===== config.mk =====
export PLATFORM = sky130hd
export DESIGN_NAME = snes_serial_responder
export DESIGN_NICKNAME = d
export VERILOG_FILES = /design/src/rtl/snes_serial_responder.sv
export SDC_FILE = /design/constraint.sdc
export NUM_CORES = 1
export LEC_CHECK = 0
export CORE_MARGIN = 5
export CORE_UTILIZATION = 55
export DETAILED_ROUTE_END_ITERATION = 6
export PLACE_DENSITY_LB_ADDON = 0.05
export SETUP_SLACK_MARGIN = 0.3
export SKIP_CTS_REPAIR_TIMING = 1
export SYNTH_ARGS = -nofsm -noshare
export SYNTH_HDL_FRONTEND = slang
export SYNTH_SLANG_ARGS = --single-unit

===== constraint.sdc =====
create_clock -name clk -period 3.7 [get_ports clk]
set_input_delay 0.555 -clock clk [delete_from_list [all_inputs] [get_ports clk]]
set_output_delay 0.555 -clock clk [all_outputs]
set_load 0.05 [all_outputs]

===== src/rtl/snes_serial_responder.sv =====
// snes_serial_responder: controller-side SNES serial port.
// Synchronizes the console's LATCH and CLOCK and shifts a captured 16-bit
// button frame out on DATA (active-low, bit 0 first).
// Optional feature macro: SNES_TURBO_EN (turbo auto-release of A and B).
module snes_serial_responder #(
  parameter int unsigned TURBO_FRAMES = 4
) (
  input  logic        clk,
  input  logic        reset_n,
  input  logic [11:0] buttons,
  input  logic        snes_latch,
  input  logic        snes_clock,
  output logic        snes_data,
  output logic        frame_done,
  output logic [4:0]  bit_index
);

  typedef enum logic [1:0] {
    IDLE  = 2'd0,
    LATCH = 2'd1,
    SHIFT = 2'd2,
    DONE  = 2'd3
  } state_t;

  // A turbo period outside 1..255 cannot be represented by the 8-bit counter.
  if (TURBO_FRAMES < 1 || TURBO_FRAMES > 255) begin : g_bad_turbo_frames
    $error("TURBO_FRAMES must be in 1..255");
  end

  state_t      state;
  state_t      state_n;
  logic [15:0] shadow;
  logic [15:0] shadow_n;
  logic [15:0] capture;
  logic        data_n;
  logic        done_n;
  logic [4:0]  idx_n;
  logic [4:0]  idx_inc;

  // Synchronizer chains; the third stage only feeds edge detection.
  logic        latch_s1, latch_s2, latch_s3;
  logic        clock_s1, clock_s2, clock_s3;
  logic        latch_rise, latch_fall, clock_rise;

  // Two-stage synchronizers plus one history stage for each console pin.
  always_ff @(posedge clk) begin
    if (!reset_n) begin
      latch_s1 <= 1'b0;
      latch_s2 <= 1'b0;
      latch_s3 <= 1'b0;
      clock_s1 <= 1'b1;
      clock_s2 <= 1'b1;
      clock_s3 <= 1'b1;
    end else begin
      latch_s1 <= snes_latch;
      latch_s2 <= latch_s1;
      latch_s3 <= latch_s2;
      clock_s1 <= snes_clock;
      clock_s2 <= clock_s1;
      clock_s3 <= clock_s2;
    end
  end

  assign latch_rise = latch_s2 & ~latch_s3;
  assign latch_fall = ~latch_s2 & latch_s3;
  assign clock_rise = clock_s2 & ~clock_s3;

`ifdef SNES_TURBO_EN
  localparam logic [7:0] TURBO_LIMIT = 8'(TURBO_FRAMES);

  logic [7:0] turbo_cnt;
  logic       turbo_phase;

  // Count completed frames; flip the turbo phase every TURBO_FRAMES frames.
  always_ff @(posedge clk) begin
    if (!reset_n) begin
      turbo_cnt   <= 8'd0;
      turbo_phase <= 1'b0;
    end else if (done_n) begin
      if (turbo_cnt + 8'd1 == TURBO_LIMIT) begin
        turbo_cnt   <= 8'd0;
        turbo_phase <= ~turbo_phase;
      end else begin
        turbo_cnt <= turbo_cnt + 8'd1;
      end
    end
  end

  // Captured frame word; A and B read released during the turbo-off phase.
  always_comb begin
    capture = {4'b0000, buttons};
    if (turbo_phase) begin
      capture[8] = 1'b0;
      capture[0] = 1'b0;
    end
  end
`else
  // Captured frame word: the four unused trailing bits always read released.
  always_comb begin
    capture = {4'b0000, buttons};
  end
`endif

  // State, shadow and registered port outputs.
  always_ff @(posedge clk) begin
    if (!reset_n) begin
      state      <= IDLE;
      shadow     <= 16'h0000;
      snes_data  <= 1'b1;
      bit_index  <= 5'd0;
      frame_done <= 1'b0;
    end else begin
      state      <= state_n;
      shadow     <= shadow_n;
      snes_data  <= data_n;
      bit_index  <= idx_n;
      frame_done <= done_n;
    end
  end

  // Next-state and next-output logic; a latch rise overrides everything,
  // including a coincident clock rise.
  always_comb begin
    state_n  = state;
    shadow_n = shadow;
    data_n   = snes_data;
    idx_n    = bit_index;
    done_n   = 1'b0;
    idx_inc  = bit_index + 5'd1;
    if (latch_rise) begin
      state_n  = LATCH;
      shadow_n = capture;
      data_n   = ~capture[0];
      idx_n    = 5'd0;
    end else begin
      case (state)
        IDLE: begin
          data_n = 1'b1;
          idx_n  = 5'd0;
        end
        LATCH: begin
          if (latch_fall) begin
            state_n = SHIFT;
          end
        end
        SHIFT: begin
          if (clock_rise) begin
            idx_n = idx_inc;
            if (idx_inc == 5'd16) begin
              state_n = DONE;
              data_n  = 1'b0;
              done_n  = 1'b1;
            end else begin
              data_n = ~shadow[idx_inc[3:0]];
            end
          end
        end
        DONE: begin
          data_n = 1'b0;
          idx_n  = 5'd16;
        end
        default: begin
          state_n = IDLE;
        end
      endcase
    end
  end

endmodule


== Yosys cells after proc, flatten, opt, wreduce, memory -nomap -nowiden ==
Cells that the tools add are included.

* Add/subtract/negate cells: 1
* $lt $le $gt $ge: 1
* Equal/unequal tests: 10
* Multiplexer cells: 14
* Bitwise operators: 11
* Reductions and logical operators: 11

{| class="wikitable"
|+ Operator list
! cell !! count
|-
| one-hot mux 5 bit (3 select lines) || 1
|-
| inequality test 3 bit, second input constant || 3
|-
| NOT 1 bit || 8
|-
| AND reduction 4 bit || 2
|-
| 2-to-1 mux 1 bit || 6
|-
| 2-to-1 mux 2 bit || 3
|-
| inequality test 2 bit, second input constant || 3
|-
| nonzero test 3 bit || 2
|-
| adder 5 x 1 -> 5 bit, second input constant || 1
|-
| equality test 5 bit, second input constant || 1
|-
| less-than comparator 4 x 5 -> 1 bit, second input constant || 1
|-
| 2-to-1 mux 5 bit || 1
|-
| binary-select mux 1 bit (select 4 bit) || 1
|-
| equality test 2 bit, second input constant || 2
|-
| one-hot mux 2 bit (2 select lines) || 1
|-
| AND reduction 2 bit || 2
|-
| nonzero test 4 bit || 1
|-
| OR reduction 4 bit || 1
|-
| bitwise AND 1 bit || 3
|-
| one-hot mux 1 bit (3 select lines) || 1
|-
| equality test 2 x 1 -> 1 bit, second input constant || 1
|-
| logical NOT 2 bit || 1
|-
| nonzero test 2 bit || 1
|-
| OR reduction 2 bit || 1
|}

* Flip-flop bits (word level): 27
* Input bits: 16
* Output and inout bits: 7
* Word-level logic and storage cells: 60

== Logic depth before layout (Yosys ltp) ==
Gate-level depths: netlist of run 1.

* Depth in word-level cells: 8
* Depth in mapped cells: 7

== Least setup slack after synthesis of run 1 ==
No wires, ideal clock.

* Kind: flip-flop to flip-flop
* Start: reg bit_index[1]
* End: reg snes_data
* Library setup time: 62 ps
* Data arrival time: 1901 ps
* Required time: 3638 ps
* Slack: 1736 ps
* Cell stages (with the launch flop): 7
* Buffers on the path: 0
* Period minus slack after synthesis: 1964 ps
* Cell sequence: dfxtp_1 -> ha_1 -> mux4_1 -> mux2i_1 -> or2_1 -> o2111ai_1 -> nand3_1

* Word-level cells in the longest chain between the ends: 8
* Elaborated cells between the ends (all ways): 9

{| class="wikitable"
|+ Ends and longest elaborated chain
! element !! line !! RTL
|-
| start, declared || 15 || <nowiki>output logic [4:0] bit_index</nowiki>
|-
| start signal, assigned || 116 || <nowiki>bit_index <= idx_n;</nowiki>
|-
| adder 5 x 1 -> 5 bit * || 129 || <nowiki>idx_inc = bit_index + 5'd1;</nowiki>
|-
| binary-select mux 1 bit (select 4 bit) || 154 || <nowiki>data_n = ~shadow[idx_inc[3:0]];</nowiki>
|-
| 2-to-1 mux 1 bit (not written as such) || 154 ||
|-
| NOT 1 bit || 154 ||
|-
| 2-to-1 mux 1 bit * || 149 || <nowiki>if (idx_inc == 5'd16) begin</nowiki>
|-
| 2-to-1 mux 1 bit * || 147 || <nowiki>if (clock_rise) begin</nowiki>
|-
| one-hot mux 1 bit (3 select lines) * || 136 || <nowiki>case (state)</nowiki>
|-
| 2-to-1 mux 1 bit * || 130 || <nowiki>if (latch_rise) begin</nowiki>
|-
| end signal, assigned || 115 || <nowiki>snes_data <= data_n;</nowiki>
|-
| end, declared || 13 || <nowiki>output logic snes_data,</nowiki>
|}

Mark *: on every way between the ends. The rest lies on a longest branch, timed or not. The select of a mux whose other input is x is not followed.
A chain may end at the register's enable or synchronous reset.

== Worst setup path in the final report of run 1 ==
* Start: reg bit_index[0]
* End: out bit_index[0]

No word-level cell between the ends.

==> qor.csv, run 1 <==
stage,metric,value,unit
clock_network,clock_latency,350,ps
synth,avgSynthCellArea,10.2,um^2
floorplan,io_pins,23,
setup_path,crit_buf_inv,1,
route,drc,0,
synth,yosysWarnings,0,
synth,syn-cell-area,1270,um^2
status,outcome,"complete, no violations",
sta,fin_setup_tns,0,ps
sta,worst_slew_pin_slew,890,ps
synth,async_flop_share,0,
pwr,p_leak,0.532,nW
route,wl_per_cell,14.0,um
finish,area_growth,20.1,%
sta,drv_slew,0,
placement,hpwl,1.81,mm
synth,yosys-top-cells-area,"dfxtp_1 43%, mux2i_1 11%, nor2b_1 6.4%, mux4_1 6.2%, ha_1 3.9%",
setup_path,critPathKind,flip-flop to primary output,
pwr,vdd_drop_max,0.000268,V
finish,num-fill-cells,183,
synth,syn_nets,144,
sta,max_freq,426,MHz
setup_path,path_delay_family,buffers and inverters,
synth,synth.top_cell.area_share,0.426,
synth,syn_inst,124,
pwr,p_clk_frac,0.282,
floorplan,die_y,58.1,um
grt,grt_pass1_vias,981,
sta,hold_viol,0,
route,wirelength,2.41,mm
setup_path,startpoint_type,flip-flop,
finish,final_nets,165,
setup_path,worstPathRequired,3140,ps
clock_network,cts_tree,built,
clock_network,root_buffer,clkbuf_4,
synth,synthDistinctLibCells,31,
route,detail-route-antenna-nets,0,
sta,hold_ws,420,ps
sta,rsz0062_at_grt,false,
placement,gp_congestion,0.830,
pwr,swShare,0.242,
floorplan,start_util,0.574,
synth,synth_edf_count,0,
setup_path,cp_slowest_cell,clkdlybuf4s50_1,
pwr,p_int,0.000368,W
flow_run,max_cap_viol_count,0,
synth,yosysMostFrequentCell,dfxtp_1,
placement,dp.cells,168,
clock_network,htreeDepth,1,
pwr,switchingPower,0.000117,W
clock_network,cts_buffers,3,
placement,place.port_buffers,22,
pwr,power_density,318,nW/um^2
sta,post-route-period-util,0.635,
grt,grt_antenna_before_repair,0,
finish,diodes,0,
clock_network,cts_buffer_depth,2,
grt,grt_usage,0.157,
sta,slew_headroom,0.407,
route,drtIter0Drc,13,
floorplan,die_area,3370,um^2
synth,synth_ff_type,dfxtp_1,
sta,fin_worst_skew,22.3,ps
route,vias,931,
finish,fin_cells,172,
synth,seq_area_frac_synth,0.426,
setup_path,arrival,1790,ps
grt,gr-total-overflow,0,
route,vias_per_cell,5.41,
finish,multi_input_area,688,um^2
setup_path,crit_chain,clkdlybuf4s50_1,
sta,finalSetupViolCount,0,
route,dr.pass1.iters,4,
pwr,comb_power_share,0.094,
finish,regArea,541,um^2
pwr,seq_power_share,0.624,
grt,grt_pass1_wl,4.09,mm
clock_network,cts_sinks,27,
setup_path,end_kind,primary output,
setup_path,slowest_delay,880,ps
synth,yosys.area.top_type,dfxtp_1,
synth,synth-seq-cells,27,
grt,grt_max_degree,22,
floorplan,die_w,58.1,um
synth,synth_commonest_cells,"27 x dfxtp_1, 14 x mux2i_1, 13 x nor2b_1",
hold_path,hold_class,flip-flop to flip-flop,
pwr,finalPower,0.000486,W
setup_path,path_max_fanout,10,
finish,drive_gt1_frac,0.0486,
floorplan,core-area,2210,um^2
sta,fin_crit,2350,ps
floorplan,num_rows,17,
clock_network,clk_pin_slew,170,ps
==> layout make-up <==
class / count / area share
multi-input combinational: 88 / 0.451
sequential: 27 / 0.354
timing repair buffer: 22 / 0.144
tap: 28 / 0.0230
clock buffer: 3 / 0.0148
inverter: 3 / 0.00738
clock inverter: 1 / 0.00492
==> state kept, by name, indices dropped and copies added, names as in the netlist <==
register    cells
clock_s1        1
frame_done      1
clock_s2        1
latch_s1        1
state           2
clock_s3        1
latch_s2        1
shadow         12
bit_index       5
snes_data       1
latch_s3        1
==> per-layer routing <==
layer	part of all wire	wire [um]	track usage	up-vias
met5	0	0	0	-
met1	0.45	1080	0.182	431
met4	0.018	44	0.0728	0
met3	0.041	100	0.0223	5
met2	0.49	1180	0.281	23
li1	-	-	-	472
==> through the flow <==
stage / worst slack, ps / utilization / area (um^2)
2_1_floorplan: 1740 / - / 1270
3_3_place_gp: 1620 / 0.676 / 1500
3_5_place_dp: 1570 / 0.676 / 1500
4_1_cts: 1340 / 0.689 / 1530
5_1_grt: 1250 / 0.689 / 1530
6_report: 1350 / 0.689 / 1530
==> power by group through the flow <==
stage	logic, W	clock network [W]	registers (W)
floorplan	0.0000246	0	0.000309
global placement	0.0000443	0	0.000309
detailed placement	0.0000460	0	0.000309
CTS	0.0000461	0.000137	0.000303
global route	0.0000498	0.000150	0.000304
finish	0.0000456	0.000137	0.000303
==> cells by family (layout without fill, tap and decap cells) <==
group                    Yosys count  count (layout)  share of synthesized area
AND/OR/NAND/NOR                   46              46                      0.202
flip-flops                        27              27                      0.426
multiplexers                      18              18                      0.181
AO/OA/AOI/OAI                     16              16                     0.0916
buffers and inverters              9              29                     0.0325
adder cells (fa/ha/maj)            4               4                     0.0394
XOR/XNOR                           4               4                     0.0276
==> worst paths after layout <==
path	start	endpoint	slack, ps	cells past startpoint
worst min register to register	clock_s1$_SDFF_PN1_	clock_s2$_SDFF_PN1_	420	1
worst max-delay path	bit_index[0]$_SDFFE_PP0P_	bit_index[0]	1350	1
worst min-delay path	clock_s1$_SDFF_PN1_	clock_s2$_SDFF_PN1_	420	1
worst max register to register	bit_index[0]$_SDFFE_PP0P_	snes_data$_SDFFE_PN1P_	1710	6
==> placed cells by master, fill, tap and decap left out, types with 2 or more instances in the layout <==
| cell type | count |
|---|---|
| a21oi_1 | 2 |
| ha_1 | 4 |
| inv_1 | 3 |
| dfxtp_1 | 27 |
| nor2_1 | 11 |
| xnor2_1 | 3 |
| mux2i_1 | 14 |
| mux4_1 | 3 |
| nand2b_1 | 8 |
| nand2_1 | 4 |
| and2_1 | 4 |
| clkdlybuf4s50_1 | 22 |
| o21ai_0 | 4 |
| nand3_1 | 2 |
| clkbuf_4 | 3 |
| nor2b_1 | 13 |
| a22oi_1 | 3 |
(Power assumes the default switching activity.)
==> run 2: changes to the inputs <==
--- a/config.mk
+++ b/config.mk
@@ -6,7 +6,7 @@
 export NUM_CORES = 1
 export LEC_CHECK = 0
 export CORE_MARGIN = 5
-export CORE_UTILIZATION = 55
+export CORE_UTILIZATION = 51
 export DETAILED_ROUTE_END_ITERATION = 6
 export PLACE_DENSITY_LB_ADDON = 0.05
 export SETUP_SLACK_MARGIN = 0.3
==> constraint.sdc (replaced) <==
create_clock -name clk -period 2.4 [get_ports clk]
set_input_delay 0.36 -clock clk [delete_from_list [all_inputs] [get_ports clk]]
set_output_delay 0.36 -clock clk [all_outputs]
set_load 0.05 [all_outputs]
==> run 2 against run 1 <==
Die area rose by 6.5%. Clock power is 44% higher. Core utilization is 5.4 points lower. Worst setup slack lost 930 ps. Largest power group unchanged.
==> qor.csv, run 2 (synthesis gave the netlist of run 1 again) <==
stage,metric,value,unit
route,drtIter0Drc,20,
setup_path,path_delay_family,buffers and inverters,
floorplan,io_pins,23,
clock_network,cts_tree,built,
clock_network,cts_buffer_depth,2,
sta,finalSetupViolCount,0,
placement,placed_area,1510,um^2
route,detail-route-antenna-nets,0,
route,dr.pass1.iters,4,
flow_run,max_cap_viol_count,0,
placement,place.port_buffers,22,
route,wirelength,2.49,mm
finish,largest_reg_flops,12,
route,wl_per_cell,14.1,um
sta,drv_slew,0,
finish,layout_commonest_cell,dfxtp_1,
clock_network,clk_pin_slew,140,ps
route,drc,0,
setup_path,critPathKind,flip-flop to primary output,
grt,gr-total-overflow,0,
sta,post-route-period-util,0.826,
sta,fin_worst_skew,6.56,ps
floorplan,die_w,59.9,um
pwr,p_leak,0.581,nW
setup_path,path_max_fanout,6,
sta,fin_ws,419,ps
finish,area_growth,21.7,%
grt,use_met2,0.276,
setup_path,startpoint_type,flip-flop,
setup_path,arrival,1620,ps
grt,grt_max_degree,21,
floorplan,die_y,59.9,um
finish,drive_gt1_frac,0.0616,
grt,met1_usage,0.184,
finish,largest-register,shadow,
setup_path,crit_buf_inv,1,
grt,grt_busiest_layer,met2,
setup_path,worstPathRequired,2040,ps
sta,hold_viol,0,
grt,grt_pass1_vias,980,
setup_path,slowest_delay,840,ps
grt,grt_usage,0.160,
floorplan,core-area,2430,um^2
sta,worst_slew_pin_slew,509,ps
setup_path,end_kind,primary output,
sta,max_freq,505,MHz
clock_network,root_buffer,clkbuf_4,
floorplan,die_area,3590,um^2
sta,slew_headroom,0.660,
floorplan,num_rows,18,
setup_path,cp_slowest_cell,clkdlybuf4s50_1,
pwr,finalPower,0.000737,W
route,vias,957,
clock_network,htreeDepth,1,
setup_path,crit_chain,clkdlybuf4s50_1,
finish,final_nets,167,
placement,pre_cts_ws,449,ps
hold_path,hold_class,flip-flop to flip-flop,
grt,use_met3,0.0281,
grt,grt_pass1_wl,4.28,mm
finish,final_cell_mix,"26 x dfxtp_1, 20 x clkdlybuf4s50_1, 14 x mux2i_1",
clock_network,cts_buffers,3,
pwr,power_density,477,nW/um^2
finish,top_regs,"shadow: 12 flops, bit_index: 5 flops, state: 2 flops",
pwr,vdd_drop_max,0.000382,V
sta,fin_crit,1980,ps
floorplan,start_util,0.522,
status,outcome,"complete, no violations",
finish,diodes,0,
sta,rsz0062_at_grt,false,
placement,gp_congestion,0.827,
clock_network,clock_latency,320,ps
route,vias_per_cell,5.44,
placement,hpwl,1.87,mm
sta,fin_setup_tns,0,ps
grt,grt_antenna_before_repair,0,
finish,utilization,0.635,
finish,stdcell_area,1550,um^2
clock_network,cts_sinks,27,
## run 2: cell count changes in the layout (fill, tap and decap cells not counted)
cell             delta
clkbuf_1            +1
clkinvlp_4          -1
clkdlybuf4s50_1     -2
dfxtp_1             -1
dfxtp_2             +1
buf_4               +2
dlymetal6s2s_1      +2
## run 2: where the power goes
group | switching (W) | total (W) | internal [W]
clock | 0.000131 | 0.000197 | 0.0000651
combinational | 0.0000276 | 0.0000724 | 0.0000448
sequential | 0.00000731 | 0.000468 | 0.000460
total | 0.000166 | 0.000737 | 0.000570
## run 2: final timing paths
kind,cells after the start,endpoint,start,slack [ps]
hold / removal,1,clock_s2$_SDFF_PN1_,clock_s1$_SDFF_PN1_,430
setup reg to reg,6,snes_data$_SDFFE_PN1P_,bit_index[0]$_SDFFE_PP0P_,510
setup / recovery,1,bit_index[1],bit_index[1]$_SDFFE_PP0P_,420
hold reg to reg,1,clock_s2$_SDFF_PN1_,clock_s1$_SDFF_PN1_,430
## run 2: layout make-up
cell class              count  area, um^2
multi-input cells          88         688
fillers                   198         887
repair buffers             24         240
inverters                   3        11.3
well taps                  30        37.5
flip-flops and latches     27         542
clock buffers               4        26.3
## run 2: layer usage
metal  up-vias  part of all wire
met1       448              0.45
met3         7             0.046
met2        28              0.48
li1        474                 -
met4         0             0.025
met5         -                 0
## run 2: metrics by stage
step	hold slack, ps	std cells
2_1_floorplan	386	124
3_3_place_gp	399	172
3_5_place_dp	404	172
4_1_cts	441	176
5_1_grt	473	176
6_report	430	176
